==> config.mk <==
export PLATFORM = sky130hd
export DESIGN_NAME = noc_endpoint_tx
export DESIGN_NICKNAME = d
export VERILOG_FILES = /design/src/rtl/noc_endpoint_tx.sv
export SDC_FILE = /design/constraint.sdc
export NUM_CORES = 1
export LEC_CHECK = 0
export ABC_AREA = 1
export BUFFER_PORTS_ARGS = -buffer_cell sky130_fd_sc_hd__buf_2
export CAP_MARGIN = 20
export CELL_PAD_IN_SITES_DETAIL_PLACEMENT = 2
export CELL_PAD_IN_SITES_GLOBAL_PLACEMENT = 2
export CORE_AREA = 4 4 491 493
export CTS_CLUSTER_SIZE = 20
export DETAILED_ROUTE_END_ITERATION = 8
export DIE_AREA = 0 0 495 497
export HOLD_SLACK_MARGIN = 0.12
export PLACE_DENSITY = 0.52
export SKIP_CTS_REPAIR_TIMING = 1
export SLEW_MARGIN = 5
export SYNTH_ARGS = -nofsm -noshare
export SYNTH_HDL_FRONTEND = slang
export SYNTH_SLANG_ARGS = --single-unit
export TNS_END_PERCENT = 50
==> constraint.sdc <==
create_clock -name clk -period 13.3 [get_ports clk]
set_clock_uncertainty 0.15 [all_clocks]
set_input_delay 1.33 -clock clk [delete_from_list [all_inputs] [get_ports clk]]
set_output_delay 1.33 -clock clk [all_outputs]
set_load 0.01 [all_outputs]
==> src/rtl/noc_endpoint_tx.sv <==
// noc_endpoint_tx: endpoint-side flit injector for the ring NoC local port.
// Buffers client flits in a small FIFO, stamps every flit of a packet with the
// head flit's destination, and injects into the router under credit-based flow
// control (one credit per free router buffer slot).
//
// Ports:
//   clk, rst_n                 clock, async active-low reset
//   in_data/in_dest/in_last    client flit, destination (head only), tail marker
//   in_valid/in_ready          client stream handshake
//   data_out/dest_out/
//   is_tail_out/send_out       registered flit towards the router local input
//   credit_in                  one-cycle pulse per slot freed in the router
//   credit_count               credits currently held
//   credit_overflow            sticky: credit returned while already full
//   idle                       FIFO empty, credits full, no packet open
module noc_endpoint_tx #(
  parameter int unsigned FLIT_WIDTH  = 256,
  parameter int unsigned DEST_WIDTH  = 4,
  parameter int unsigned NUM_CREDITS = 2,
  parameter int unsigned FIFO_DEPTH  = 4
) (
  input  logic                               clk,
  input  logic                               rst_n,
  input  logic [FLIT_WIDTH-1:0]              in_data,
  input  logic [DEST_WIDTH-1:0]              in_dest,
  input  logic                               in_last,
  input  logic                               in_valid,
  output logic                               in_ready,
  output logic [FLIT_WIDTH-1:0]              data_out,
  output logic [DEST_WIDTH-1:0]              dest_out,
  output logic                               is_tail_out,
  output logic                               send_out,
  input  logic                               credit_in,
  output logic [$clog2(NUM_CREDITS+1)-1:0]   credit_count,
  output logic                               credit_overflow,
  output logic                               idle
);

  localparam int unsigned CRED_W = $clog2(NUM_CREDITS + 1);
  localparam int unsigned PTR_W  = $clog2(FIFO_DEPTH);
  localparam int unsigned CNT_W  = PTR_W + 1;

  typedef enum logic {ST_HEAD, ST_BODY} state_e;

  typedef struct packed {
    logic [FLIT_WIDTH-1:0] data;
    logic [DEST_WIDTH-1:0] dest;
    logic                  last;
  } entry_t;

  entry_t              mem_q [FIFO_DEPTH];
  state_e              state_q, state_d;
  logic [DEST_WIDTH-1:0] cur_dest_q, cur_dest_d;
  logic [PTR_W-1:0]    wr_ptr_q, wr_ptr_d;
  logic [PTR_W-1:0]    rd_ptr_q, rd_ptr_d;
  logic [CNT_W-1:0]    count_q, count_d;
  logic [CRED_W-1:0]   credit_q, credit_d;
  logic                overflow_q, overflow_d;
  entry_t              out_q, out_d;
  logic                send_q, send_d;
  logic                push, pop;
  entry_t              wr_entry;

  // Ready and idle derive from registered state only.
  assign in_ready        = (count_q < CNT_W'(FIFO_DEPTH));
  assign idle            = (count_q == '0) && (credit_q == CRED_W'(NUM_CREDITS))
                           && (state_q == ST_HEAD);
  assign data_out        = out_q.data;
  assign dest_out        = out_q.dest;
  assign is_tail_out     = out_q.last;
  assign send_out        = send_q;
  assign credit_count    = credit_q;
  assign credit_overflow = overflow_q;

  // Next-state: packet FSM, FIFO pointers, injection and credit accounting.
  always_comb begin
    state_d    = state_q;
    cur_dest_d = cur_dest_q;
    wr_ptr_d   = wr_ptr_q;
    rd_ptr_d   = rd_ptr_q;
    count_d    = count_q;
    credit_d   = credit_q;
    overflow_d = overflow_q;
    out_d      = out_q;
    send_d     = 1'b0;

    push = in_valid && in_ready;
    // Credits sampled from the register: a credit pulse only helps next cycle.
    pop  = (count_q != '0) && (credit_q != '0);

    wr_entry.data = in_data;
    wr_entry.last = in_last;
    wr_entry.dest = (state_q == ST_HEAD) ? in_dest : cur_dest_q;

    if (push) begin
      wr_ptr_d = wr_ptr_q + PTR_W'(1);
      if (state_q == ST_HEAD) cur_dest_d = in_dest;
      state_d = in_last ? ST_HEAD : ST_BODY;
    end

    if (pop) begin
      rd_ptr_d = rd_ptr_q + PTR_W'(1);
      out_d    = mem_q[rd_ptr_q];
      send_d   = 1'b1;
    end

    unique case ({push, pop})
      2'b10:   count_d = count_q + CNT_W'(1);
      2'b01:   count_d = count_q - CNT_W'(1);
      default: count_d = count_q;
    endcase

    unique case ({pop, credit_in})
      2'b10: credit_d = credit_q - CRED_W'(1);
      2'b01: begin
        if (credit_q == CRED_W'(NUM_CREDITS)) overflow_d = 1'b1;
        else                                  credit_d   = credit_q + CRED_W'(1);
      end
      default: credit_d = credit_q;
    endcase
  end

  // State registers.
  always_ff @(posedge clk or negedge rst_n) begin
    if (!rst_n) begin
      state_q    <= ST_HEAD;
      cur_dest_q <= '0;
      wr_ptr_q   <= '0;
      rd_ptr_q   <= '0;
      count_q    <= '0;
      credit_q   <= CRED_W'(NUM_CREDITS);
      overflow_q <= 1'b0;
      out_q      <= '0;
      send_q     <= 1'b0;
    end else begin
      state_q    <= state_d;
      cur_dest_q <= cur_dest_d;
      wr_ptr_q   <= wr_ptr_d;
      rd_ptr_q   <= rd_ptr_d;
      count_q    <= count_d;
      credit_q   <= credit_d;
      overflow_q <= overflow_d;
      out_q      <= out_d;
      send_q     <= send_d;
    end
  end

  // FIFO storage; contents are qualified by count so no reset is needed.
  always_ff @(posedge clk) begin
    if (push) mem_q[wr_ptr_q] <= wr_entry;
  end

endmodule

==> reports/qor.yml <==
htree_levels: 4
hold_start: "data_out[196]"
areaGrowthSynthToFinish_pct: 21.0
drtAntennaViolNets: 0
cts_tree: "built"
fin_util_pct: 27.7
vias: 37500
port_buffers: 531
core_region_area_mm2: 0.237
die_w_um: 495
p_int_uw: 9440
fin_worst_hold_slack_ns: 0.323
setup_viol: 0
grt_busiest_layer: "met2"
synth.ff_latch_count: 1321
pin_count: 532
dp_hpwl_mm: 105
place_congestion: 0.688
fp.dieArea_mm2: 0.246
cts_buffer_depth: 3
tightest_slew_ns: 1.21
cts_root_buffer: "clkbuf_16"
syn-num-nets: 5564
power_switching_share_pct: 38.8
met3_usage_pct: 3.19
numCtsBuffers: 164
setup_ws_ns: 9.10
synth.distinct_cells: 28
startpoint: "in_valid"
power.switching_uw: 5980
min_period_ns: 4.20
final_nets: 6079
antenna_found_initial: 85
reg2regPathDepth: 6
synthAdderAreaFrac_pct: 0.152
grt_pass1_wl_mm: 269
synth.avg_cell_area_um2: 10.3
crit_fanout: 47
peakVddDrop_mv: 0.193
gr-total-overflow: 0
clock_power_share_pct: 28.7
clk_latency_ns: 0.81
via_per_inst: 4.10
synth_top_family_by_area: "simple AND/OR/NAND/NOR gates"
grt_pass1_vias: 41600
critPathArrivalTime_ns: 4.47
hp-class: "flip-flop to flip-flop"
synth_compound_area_share_pct: 0.124
p_leak_uw: 0.0304
worstReg2RegStart: "count_q[2]"
drtIter0Drc: 1518
synthMuxAreaShare_pct: 0
layout_common_cells: "nand2_1 (2104), inv_1 (1063), edfxtp_1 (1044)"
drc: 0
grt_use_met2_pct: 25.5
synthSimpleGateAreaFrac_pct: 19.6
use_met1_pct: 17.7
syn-instance-count: 5293
layout_commonest_cell: "nand2_1"
cts_sinks: 1321
rsz0062_at_grt: "false"
cp-start-kind: "primary input"
clk_pin_slew_ns: 0.06
seqPwrFrac_pct: 38.3
crit_type: "primary input to flip-flop"
status: "completed"
drive_gt1_share_pct: 13.9
synth-xor-area-share_pct: 0.0807
whs_path_depth: 2
yosysWarnings: 0
final-hold-violation-count: 0
maxSlewViolCount: 0
wire_per_inst_um: 19.6
routed_wl_mm: 179
netlist_area_mm2: 0.0543
dr.pass1.iters: 4
max_freq_mhz: 238
p_per_area_mw_per_mm2: 235
die_y_um: 497
grt.total_usage_pct: 14.5
start_util_pct: 22.9
cap_violations: 0
crit_required_ns: 13.56
pre_cts_ws_ns: 8.02
grt_max_degree: 178
slew_headroom_pct: 19.2
min_period_over_period_pct: 31.6
yosysSeqAreaShare_pct: 70.5
rows: 179
setup.worst_path.end_class: "flip-flop"
share_comb_of_total_power_pct: 32.9
-- registers in the layout, summed over array words and instances (netlist names) --
name             cells
mem_q             1044
data_out           256
cur_dest_q           4
dest_out             4
count_q              3
credit_count         2
rd_ptr_q             2
wr_ptr_q             2
credit_overflow      1
is_tail_out          1
send_out             1
state_q              1
-- routing by layer --
metal  up-vias  routed length (µm)
met4        32                4410
met2       644               89600
met5         -                 202
met3       294                8160
met1     19100               76700
li1      17500                   -
-- worst paths after layout --
kind | end | slack, ns
max in group asynchronous | data_out[59] | 10.92
worst max register to register | mem_q[2][80] | 9.22
worst max-delay path | mem_q[2][80] | 9.10
min in group asynchronous | data_out[144] | 0.34
worst min-delay path | data_out[196] | 0.32
worst min register to register | data_out[196] | 0.32
-- critical path, cell delays in order --
cell and delay [ns]:
buf_2 0.11, nand2_2 0.21, nor2_4 0.80, buf_4 0.81
buf_4 0.52, buf_4 0.59
-- metrics by stage --
step	instance area, µm²	setup TNS (ns)	total power, µW	cells
final	65700	0	15400	9141
after global routing	65600	0	16700	9125
after CTS	65600	0	15900	9117
after detailed placement	60300	0	11400	8809
after global placement	60300	0	11300	8809
after floorplan	54300	-3.04	9250	5293
-- kinds of logic (layout without fill, tap and decap cells) --
logic type	after synthesis	count (layout)
and+or+nand+nor	2649	2649
buffers and inverters	1299	1956
DFF	1321	1321
other	0	24
xor gates and xnor gates	5	5
adders and majority gates	6	6
AOI/OAI and AO/OA	13	13
-- synthesized netlist by cell type --
| library cell | count | area share [%] |
|---|---|---|
| inv_4 | 1 | 0.012 |
| nor2_2 | 1 | 0.012 |
| nand2_1 | 2104 | 15 |
| nand4_1 | 1 | 0.012 |
| buf_2 | 154 | 1.4 |
| buf_1 | 14 | 0.097 |
| dfstp_2 | 1 | 0.048 |
| xor2_1 | 3 | 0.048 |
| nand3_1 | 527 | 4.9 |
| buf_4 | 27 | 0.37 |
| inv_1 | 1063 | 7.4 |
| fa_1 | 1 | 0.037 |
| inv_2 | 4 | 0.028 |
| dfrtp_1 | 276 | 13 |
| o21ai_0 | 8 | 0.074 |
| o21bai_1 | 1 | 0.014 |
| clkbuf_1 | 34 | 0.24 |
| nor2_1 | 11 | 0.076 |
| nand2_2 | 2 | 0.023 |
| xnor2_1 | 2 | 0.032 |
| a21oi_1 | 4 | 0.037 |
| nand3b_1 | 1 | 0.014 |
| nor3_1 | 1 | 0.0092 |
| buf_6 | 1 | 0.021 |
| ha_1 | 5 | 0.12 |
| nand2_4 | 1 | 0.021 |
| clkinv_1 | 1 | 0.0069 |
| edfxtp_1 | 1044 | 58 |
-- power groups by stage --
| stage | sequential, µW | combinational, µW | clock [µW] |
|---|---|---|---|
| 6_report | 5910 | 5080 | 4430 |
| 5_1_grt | 6020 | 5880 | 4790 |
| 4_1_cts | 5940 | 5370 | 4620 |
| 3_5_place_dp | 6010 | 5350 | 0 |
| 3_3_place_gp | 5990 | 5270 | 0 |
| 2_1_floorplan | 6210 | 3040 | 0 |
-- cell type report --
type | instances | area, µm²
Multi-Input combinational cell | 2673 | 10900
Antenna cell | 24 | 60.1
Clock inverter | 67 | 719
Timing Repair Buffer | 579 | 3100
Inverter | 1069 | 4040
Sequential cell | 1321 | 38300
Clock buffer | 241 | 4630
Fill cell | 26300 | 171000
Tap cell | 3167 | 3960
Note: power is estimated with default switching activity, not from simulation.
